## src/rtl/cnn_layer_accel_dispatch_pkg.sv

```systemverilog
// Shared types and default widths for the cnn_layer_accel host-side job dispatcher.
package cnn_layer_accel_dispatch_pkg;

  localparam int unsigned DEF_PARAM_WIDTH     = 128;
  localparam int unsigned DEF_TIMEOUT_CYCLES  = 1000000;
  localparam int unsigned DEF_FETCH_CNT_WIDTH = 16;
  localparam int unsigned DEF_JOB_CNT_WIDTH   = 32;
  localparam int unsigned WDOG_CNT_WIDTH      = 32;

  typedef enum logic [2:0] {
    IDLE,
    START,
    RUN,
    FACK,
    FETCH,
    CACK
  } dispatch_state_t;

  typedef logic [DEF_PARAM_WIDTH-1:0] job_desc_t;

endpackage

```

## src/rtl/cnn_layer_accel_watchdog.sv

```systemverilog
// Cycle watchdog: cleared by load, counts while enabled, flags expiry at limit cycles.
// A limit of zero never expires.
module cnn_layer_accel_watchdog #(
  parameter int unsigned W = 32
) (
  input  logic         clk,
  input  logic         rst,
  input  logic         load,
  input  logic         en,
  input  logic [W-1:0] limit,
  output logic         expired
);

  logic [W-1:0] cnt_q, cnt_d;

  always_comb begin
    cnt_d = cnt_q;
    if (load)
      cnt_d = '0;
    else if (en && (cnt_q != '1))
      cnt_d = cnt_q + 1'b1;
  end

  always_ff @(posedge clk) begin
    if (rst) cnt_q <= '0;
    else     cnt_q <= cnt_d;
  end

  // cnt_q is 0 in the first enabled cycle, so this fires in the limit-th cycle
  assign expired = en && (limit != '0) && (cnt_q >= (limit - 1'b1));

endmodule

```

## src/rtl/cnn_layer_accel_job_dispatcher.sv

```systemverilog
// Host-side initiator for the cnn_layer_accel_quad job protocol: issues jobs,
// services fetch requests through an external DMA and acknowledges completion.
module cnn_layer_accel_job_dispatcher
  import cnn_layer_accel_dispatch_pkg::*;
#(
  parameter int unsigned C_PARAM_WIDTH     = DEF_PARAM_WIDTH,
  parameter int unsigned C_TIMEOUT_CYCLES  = DEF_TIMEOUT_CYCLES,
  parameter int unsigned C_FETCH_CNT_WIDTH = DEF_FETCH_CNT_WIDTH,
  parameter int unsigned C_JOB_CNT_WIDTH   = DEF_JOB_CNT_WIDTH
) (
  input  logic                         clk_if,
  input  logic                         rst,
  input  logic                         cmd_valid,
  output logic                         cmd_ready,
  input  logic [C_PARAM_WIDTH-1:0]     cmd_params,
  output logic                         job_start,
  input  logic                         job_accept,
  output logic [C_PARAM_WIDTH-1:0]     job_parameters,
  input  logic                         job_fetch_request,
  output logic                         job_fetch_ack,
  output logic                         job_fetch_complete,
  input  logic                         job_complete,
  output logic                         job_complete_ack,
  output logic                         dma_start,
  input  logic                         dma_done,
  output logic                         busy,
  output logic [C_FETCH_CNT_WIDTH-1:0] fetch_count,
  output logic [C_JOB_CNT_WIDTH-1:0]   jobs_done,
  output logic                         err_timeout,
  output logic                         err_proto,
  input  logic                         err_clr
);

  localparam logic [WDOG_CNT_WIDTH-1:0] WDOG_LIMIT = WDOG_CNT_WIDTH'(C_TIMEOUT_CYCLES);

  dispatch_state_t state_q, state_d;

  logic                         cmd_ready_q, cmd_ready_d;
  logic                         job_start_q, job_start_d;
  logic [C_PARAM_WIDTH-1:0]     params_q, params_d;
  logic                         fack_q, fack_d;
  logic                         fdone_q, fdone_d;
  logic                         cack_q, cack_d;
  logic                         busy_q, busy_d;
  logic [C_FETCH_CNT_WIDTH-1:0] fetch_cnt_q, fetch_cnt_d;
  logic [C_JOB_CNT_WIDTH-1:0]   jobs_q, jobs_d;
  logic                         err_timeout_q, err_timeout_d;
  logic                         err_proto_q, err_proto_d;
  logic                         proto_hit;
  logic                         wd_load, wd_en, wd_expired;

  assign wd_load = (state_d != state_q);
  assign wd_en   = (state_q == START) || (state_q == FETCH);

  cnn_layer_accel_watchdog #(.W(WDOG_CNT_WIDTH)) u_wdog (
    .clk     (clk_if),
    .rst     (rst),
    .load    (wd_load),
    .en      (wd_en),
    .limit   (WDOG_LIMIT),
    .expired (wd_expired)
  );

  always_comb begin
    state_d     = state_q;
    params_d    = params_q;
    fetch_cnt_d = fetch_cnt_q;
    jobs_d      = jobs_q;
    fdone_d     = 1'b0;
    case (state_q)
      IDLE: if (cmd_valid && cmd_ready_q) begin
        params_d    = cmd_params;
        fetch_cnt_d = '0;
        state_d     = START;
      end
      START: begin
        if (wd_expired)      state_d = IDLE;
        else if (job_accept) state_d = RUN;
      end
      RUN: begin
        if (job_fetch_request) state_d = FACK;
        else if (job_complete) state_d = CACK;
      end
      FACK: begin
        state_d = FETCH;
        if (fetch_cnt_q != '1) fetch_cnt_d = fetch_cnt_q + 1'b1;
      end
      // dma_start_q marks the first FETCH cycle, where a stale dma_done is ignored
      FETCH: begin
        if (wd_expired) state_d = IDLE;
        else if (dma_done && !fack_q) begin
          fdone_d = 1'b1;
          state_d = RUN;
        end
      end
      CACK: if (!job_complete) begin
        jobs_d  = jobs_q + 1'b1;
        state_d = IDLE;
      end
      default: state_d = IDLE;
    endcase

    cmd_ready_d = (state_d == IDLE);
    busy_d      = (state_d != IDLE);
    job_start_d = (state_d == START);
    cack_d      = (state_d == CACK);
    fack_d      = (state_q == FACK);

    proto_hit     = (job_accept && (state_q != START)) || (job_complete && (state_q == START));
    err_timeout_d = wd_expired | (err_timeout_q & ~err_clr);
    err_proto_d   = proto_hit  | (err_proto_q & ~err_clr);
  end

  always_ff @(posedge clk_if) begin
    if (rst) begin
      state_q       <= IDLE;
      cmd_ready_q   <= 1'b0;
      job_start_q   <= 1'b0;
      params_q      <= '0;
      fack_q        <= 1'b0;
      fdone_q       <= 1'b0;
      cack_q        <= 1'b0;
      busy_q        <= 1'b0;
      fetch_cnt_q   <= '0;
      jobs_q        <= '0;
      err_timeout_q <= 1'b0;
      err_proto_q   <= 1'b0;
    end else begin
      state_q       <= state_d;
      cmd_ready_q   <= cmd_ready_d;
      job_start_q   <= job_start_d;
      params_q      <= params_d;
      fack_q        <= fack_d;
      fdone_q       <= fdone_d;
      cack_q        <= cack_d;
      busy_q        <= busy_d;
      fetch_cnt_q   <= fetch_cnt_d;
      jobs_q        <= jobs_d;
      err_timeout_q <= err_timeout_d;
      err_proto_q   <= err_proto_d;
    end
  end

  assign cmd_ready          = cmd_ready_q;
  assign job_start          = job_start_q;
  assign job_parameters     = params_q;
  assign job_fetch_ack      = fack_q;
  assign dma_start          = fack_q;
  assign job_fetch_complete = fdone_q;
  assign job_complete_ack   = cack_q;
  assign busy               = busy_q;
  assign fetch_count        = fetch_cnt_q;
  assign jobs_done          = jobs_q;
  assign err_timeout        = err_timeout_q;
  assign err_proto          = err_proto_q;

endmodule

```

## config.mk

```make
export PLATFORM = sky130hd
export DESIGN_NAME = cnn_layer_accel_job_dispatcher
export DESIGN_NICKNAME = d
export VERILOG_FILES = /design/src/rtl/cnn_layer_accel_dispatch_pkg.sv /design/src/rtl/cnn_layer_accel_watchdog.sv /design/src/rtl/cnn_layer_accel_job_dispatcher.sv
export SDC_FILE = /design/constraint.sdc
export NUM_CORES = 1
export LEC_CHECK = 0
export CAP_MARGIN = 20
export CORE_ASPECT_RATIO = 0.5
export CORE_UTILIZATION = 25
export DETAILED_ROUTE_END_ITERATION = 8
export PLACE_DENSITY = 0.57
export SLEW_MARGIN = 10
export SYNTH_ARGS = -nofsm -noshare
export SYNTH_HDL_FRONTEND = slang
export SYNTH_SLANG_ARGS = --single-unit
export TNS_END_PERCENT = 30
```

## constraint.sdc

```tcl
create_clock -name clk_if -period 2.9 [get_ports clk_if]
set_clock_uncertainty 0.15 [all_clocks]
set_input_delay 0.58 -clock clk_if [delete_from_list [all_inputs] [get_ports clk_if]]
set_output_delay 0.58 -clock clk_if [all_outputs]
set_load 0.1 [all_outputs]
```

; Word-level counts from Yosys, hierarchy flattened
; Cells that the tools add are included.
[word_totals]
elab_cells = 68
memories = 0
input_bits = 136
reg_bits = 219
romBits = 0
ram_bits = 0
latchBits = 0
output_inout_bits = 185
[classes]
n_eq_ne = 13
mul = 0
shifts = 0
n_bitwise = 7
n_lt_le_gt_ge = 1
addsub = 3
reduce_logical = 18
div = 0
mux = 13
[op_table]
columns = operator, count
row1 = "32-bit by 1-bit adder with 32-bit output, second input constant", 2
row2 = "32-bit by 20-bit greater-or-equal comparator with 1-bit output, second input constant", 1
row3 = 16-bit two-way mux, 2
row4 = "32-bit inequality test, second input constant", 1
row5 = 16-bit case mux with 2 select lines, 1
row6 = 3-bit two-way mux, 8
row7 = 3-bit case mux with 6 select lines, 1
row8 = "16-bit by 1-bit adder with 16-bit output, second input constant", 1
row9 = "16-bit inequality test, second input constant", 1
row10 = "3-bit equality test, second input constant", 3
row11 = "3-bit by 1-bit equality test with 1-bit output, second input constant", 2
row12 = "3-bit by 2-bit equality test with 1-bit output, second input constant", 2
row13 = 1-bit logical AND, 6
row14 = 3-bit logical NOT, 2
row15 = 2-bit AND reduction, 2
row16 = "3-bit by 1-bit inequality test with 1-bit output, second input constant", 1
row17 = 3-bit inequality test, 1
row18 = 1-bit inverter, 3
row19 = 3-bit AND reduction, 1
row20 = 3-bit nonzero test, 1
row21 = 3-bit OR reduction, 1
row22 = 1-bit bitwise AND, 2
row23 = 1-bit logical OR, 2
row24 = "2-bit by 1-bit inequality test with 1-bit output, second input constant", 1
row25 = 6 further kinds, 7

; Logic depth before layout (Yosys ltp)
[depth]
word_depth = 7
mapped_depth = 8
mapped_depth_nobuf = 7

; Modules after synthesis
; Synthesis repeated with hierarchy kept, for this count alone.
[hier_totals]
hier_cells = 1232
area_unflattened_um2 = 10029.6
[modules_own_cells]
columns = module, seq_area_each_um2, instances, cells_per_inst, area_per_inst_um2
row1 = cnn_layer_accel_job_dispatcher, 3743.6, 1, 881, 7181.9
row2 = cnn_layer_accel_watchdog, 640.6, 1, 351, 2847.7

; Worst setup path before layout
; OpenSTA, ideal clock, no wires.
[synth_path]
path_kind = register to register
startpoint = register jobs_q[8] (netlist: jobs_done[8])
endpoint = register jobs_q[25] (netlist: jobs_done[25])
arrival_ps = 2441
path_slack_ps = 243
setup_ps = 67
period_less_slack_ps = 2657
stages_incl_launch_ff = 7
t_required_ps = 2683
path_buffers = 0
path_cell_list = dfxtp_1 > and4_1 > nand4_1 > nor3_1 > nand3_1 > xor2_1 > nor2_1
[synth_between]
elab_chain_len = 1
[synth_rtl]
columns = element, line
row1 = "start, declared", cnn_layer_accel_job_dispatcher.sv:46  ; logic [C_JOB_CNT_WIDTH-1:0] jobs_q, jobs_d;
row2 = "start signal, assigned", cnn_layer_accel_job_dispatcher.sv:138  ; jobs_q <= jobs_d;
row3 = 32-bit by 1-bit adder with 32-bit output, cnn_layer_accel_job_dispatcher.sv:97  ; jobs_d = jobs_q + 1'b1;
; Every way passes these cells.
; A chain may end at the register's enable or synchronous reset.

; Worst setup path in the final report
[layout_path]
startpoint = register u_wdog.cnt_q[11]
endpoint = register u_wdog.cnt_q[26]
[layout_between]
elab_chain_len = 6
word_cells_on_any_way = 10
classes_between = add/sub (1) / order compare (1) / eq/ne (2) / mux (3) / reduce/logical (3)
[layout_rtl]
columns = element, line
row1 = "start, declared", cnn_layer_accel_watchdog.sv:14  ; logic [W-1:0] cnt_q, cnt_d;
row2 = "start signal, assigned", cnn_layer_accel_watchdog.sv:26  ; else cnt_q <= cnt_d;
row3 = 32-bit by 20-bit greater-or-equal comparator with 1-bit output, cnn_layer_accel_watchdog.sv:30  ; assign expired = en && (limit != '0) && (cnt_q >= (limit - 1'b1));
row4 = 1-bit logical AND, cnn_layer_accel_watchdog.sv:30
row5 = "3-bit two-way mux, on equally long branches", "cnn_layer_accel_job_dispatcher.sv:90, cnn_layer_accel_job_dispatcher.sv:77"
row6 = 3-bit case mux with 6 select lines, cnn_layer_accel_job_dispatcher.sv:70  ; case (state_q)
row7 = 3-bit inequality test, cnn_layer_accel_job_dispatcher.sv:52  ; assign wd_load = (state_d != state_q);
row8 = 2-bit OR reduction (no line), --
; Parallel ways exist; a longest one is shown, timed or not.

==> results by group <==
Yosys
  – Post-synth EDFFs: 0
  – Sequential share of the synthesized area: 51.72%
  – #FFs+latches synth: 219
  – Distinct cells, synth: 46
  – Warnings, synthesis: 0
  – Avg Inst Size Synth: 8.151 sq um
  – Gate Count Post-Synth: 1040
  – Post-Syn Area: 0.008477 sq mm
  – Ys flop type: dfxtp_1
  – Async S/R FF share, synth: 0%
  – Syn nets: 1179

Global routing
  – First-pass GRT wire length: 41070 um
  – Initial antenna violation count: 0
  – GRT overflow: 0
  – Largest net degree at the start of global routing: 172
  – GRT Resource Usage Total: 14.70%
  – Vias in the first global route: 7502

Floorplanning
  – Die area: 0.03469 sq mm
  – Site Rows: 47
  – IO Pins: 321
  – Die Y: 132.2 um
  – Die W: 262.4 um
  – Initial Utilization: 25.51%
  – CORE AREA: 0.03323 sq mm

STA
  – Tcrit/Tclk final: 94.24%
  – Final Hold Fails: 0
  – Max_slew headroom: 43.44%
  – Max Fclk: 365.9 MHz
  – Slew @ Worst Pin: 0.8484 ns
  – Slew Viols, Final: 0
  – Final setup violation count: 0
  – Hold_ws: 0.3032 ns
  – Worst setup margin: 0.1672 ns
  – Crit path time final: 2.733 ns

Clock tree
  – Root Buffer: clkbuf_16
  – Hold_buf cts: 0
  – Buffers inserted by post-CTS timing repair: 0
  – CTS Buf Count: 23
  – CTS max path bufs: 3
  – Worst-Skew Late Latency: 0.51 ns
  – Htree depth: 1
  – Total clock sinks: 219
  – Post-CTS sizing: 0
  – CTS tree: built
  – Clock-pin slew on the worst setup and hold paths: 0.06 ns

Final layout
  – Synth-to-Final Area Change: 47.63%
  – Layout Nets: 1489
  – Post-route cell area: 0.01251 sq mm
  – Filler cells: 3384
  – Antenna diodes: 0
  – Layout cell share with drive strength beyond 1: 18.30%

Place
  – Routability congestion estimate: 0.8297
  – Post-DP Area: 0.01174 sq mm
  – HPWL after detailed placement: 19230 um
  – Pre-CTS WS: -0.01182 ns
  – Input/output buffers: 320

Drt
  – Via/cell ratio: 4.427
  – Via count: 7999
  – Initial DRC Count: 335
  – Drc violations: 0
  – First-pass DRT Iterations: 4
  – Post-route ant nets: 0
  – WL per Instance: 14.72 um
  – Drt total wl: 26590 um

Power and ir drop
  – Peak supply drop: 382.8 uV
  – Power per cell area: 650.3 mW/mm^2
  – Leakage: 4.863 nW

Job
  – Max cap viols: 0

Critical path
  – CP delay by family, top: simple AND/OR/NAND/NOR gates
  – Worst setup path class: register to register
  – Slowest-stage cell, CP: or4_1
  – CP bufs+invs: 1
  – Worst path max stage delay: 0.53 ns
  – Worst path arrival time: 3.03 ns
  – CP Launch Type: register
  – Worst Setup End Kind: register
  – Crit Path Max Fanout: 12
  – Critical Path, Cell by Cell: or4_1 -> nor4_1 -> a211oi_2 -> a221o_1 -> a221o_2 -> buf_4 -> nor2_1
  – Crit path required time: 3.19 ns

Outcome
  – Status: completed

Min path
  – Min-Delay Path Class: register to register
[state kept, by name, summed over array words and instances (netlist names), 3 cells and up]
register and cells:
job_parameters 128, u_wdog.cnt_q 32, fetch_count 16, jobs_done 32, state_q 3
[metrics by stage]
stage,total power [mW],TNS (ns),util [%],cells
global placement,5.187,-0.1447,35.35,1766
global route,8.469,-0.03261,37.67,1807
detailed placement,5.202,-0.02060,35.35,1766
floorplan,4.656,0,-,1040
finish,8.138,0,37.67,1807
CTS,8.254,0,37.65,1807
[worst paths after layout]
| check | to | depth (start not counted) | slack, ns | startpoint |
|---|---|---|---|---|
| hold reg to reg | job_parameters[51] | 2 | 0.30 | job_parameters[51] |
| setup / recovery | u_wdog.cnt_q[26] | 7 | 0.17 | u_wdog.cnt_q[11] |
| setup reg to reg | u_wdog.cnt_q[26] | 7 | 0.17 | u_wdog.cnt_q[11] |
| hold / removal | job_parameters[51] | 2 | 0.30 | job_parameters[51] |
[tightest hold or removal path: cells and delay by family, from the launching register on]
kind,cells,cell delay (ns)
flops,1,0.31
simple gates,1,0.05
compound gates,1,0.05
[Yosys cell counts (all sizes together), types with 2 or more instances]
cell type / instances / area (sq um)
a211oi: 6 / 45.04
a21oi: 139 / 695.7
a221o: 2 / 21.27
a31oi: 4 / 25.02
and2: 3 / 18.77
and3: 11 / 68.82
and4: 8 / 71.32
buf: 7 / 55.05
clkbuf: 51 / 191.4
dfxtp: 219 / 4384
ha: 3 / 37.54
inv: 9 / 33.78
mux2i: 4 / 40.04
nand2: 286 / 1074
nand2b: 2 / 12.51
nand3: 34 / 170.2
nand4: 18 / 112.6
nand4b: 2 / 17.52
nor2: 102 / 382.9
nor2b: 2 / 12.51
nor3: 12 / 60.06
nor3b: 4 / 30.03
nor4: 9 / 56.30
o2111ai: 3 / 26.28
o211ai: 4 / 30.03
o21ai: 4 / 20.02
or2: 2 / 12.51
or3: 4 / 25.02
or4: 3 / 22.52
xnor2: 21 / 183.9
xor2: 52 / 455.4
[cells by family (layout without fill, tap and decap cells)]
| family | count (synthesis) | in the layout | synth area share, % |
|---|---|---|---|
| AO/OA/AOI/OAI | 169 | 169 | 10.86 |
| XOR/XNOR | 73 | 73 | 7.543 |
| adder cells (fa/ha/maj) | 3 | 3 | 0.4429 |
| buffers and inverters | 67 | 393 | 3.306 |
| flip-flops | 219 | 219 | 51.72 |
| multiplexers | 4 | 4 | 0.4723 |
| AND/OR/NAND/NOR | 505 | 505 | 25.65 |
[routing by layer]
| layer | track usage, % | part of all wire (%) | vias to the layer above |
|---|---|---|---|
| li1 | - | - | 4080 |
| met1 | 16.64 | 41 | 3756 |
| met2 | 27.78 | 53 | 113 |
| met3 | 2.727 | 3.3 | 50 |
| met4 | 4.771 | 3.0 | 0 |
| met5 | 0 | 0 | - |
[report_power, final]
| part | switching [mW] | internal (mW) | leakage (nW) |
|---|---|---|---|
| Combinational | 1.42 | 0.474 | 2.71 |
| Sequential | 0.0801 | 3.15 | 1.78 |
| Clock | 1.19 | 1.82 | 0.373 |
[area by class of cell]
cell class | instances | area [sq um] | share of cell area, %
well taps | 441 | 551.8 | 4.409
multi-input cells | 754 | 3831 | 30.61
inverters | 9 | 33.78 | 0.2699
flip-flops and latches | 219 | 4384 | 35.03
clock buffers | 39 | 705.7 | 5.639
repair buffers | 343 | 2948 | 23.56
clock inverters | 2 | 60.06 | 0.4799
[layout by cell type (no fill, tap or decap), types with 4 or more instances in the layout]
cell type and count:
a211oi_1 5, or3_1 4, nand3_1 34, a21oi_1 139
nor2_1 101, inv_1 9, a31oi_1 4, o211ai_1 4
nor3b_1 4, clkdlybuf4s50_1 134, and3_1 11, xor2_1 52
clkbuf_8 7, nor4_1 9, nand2_1 286, mux2i_1 4
buf_4 206, and4_1 7, o21ai_0 4, nand4_1 18
nor3_1 12, clkbuf_16 23, dfxtp_1 219, xnor2_1 21
clkbuf_1 9
Power figures use the tool's default switching activity.
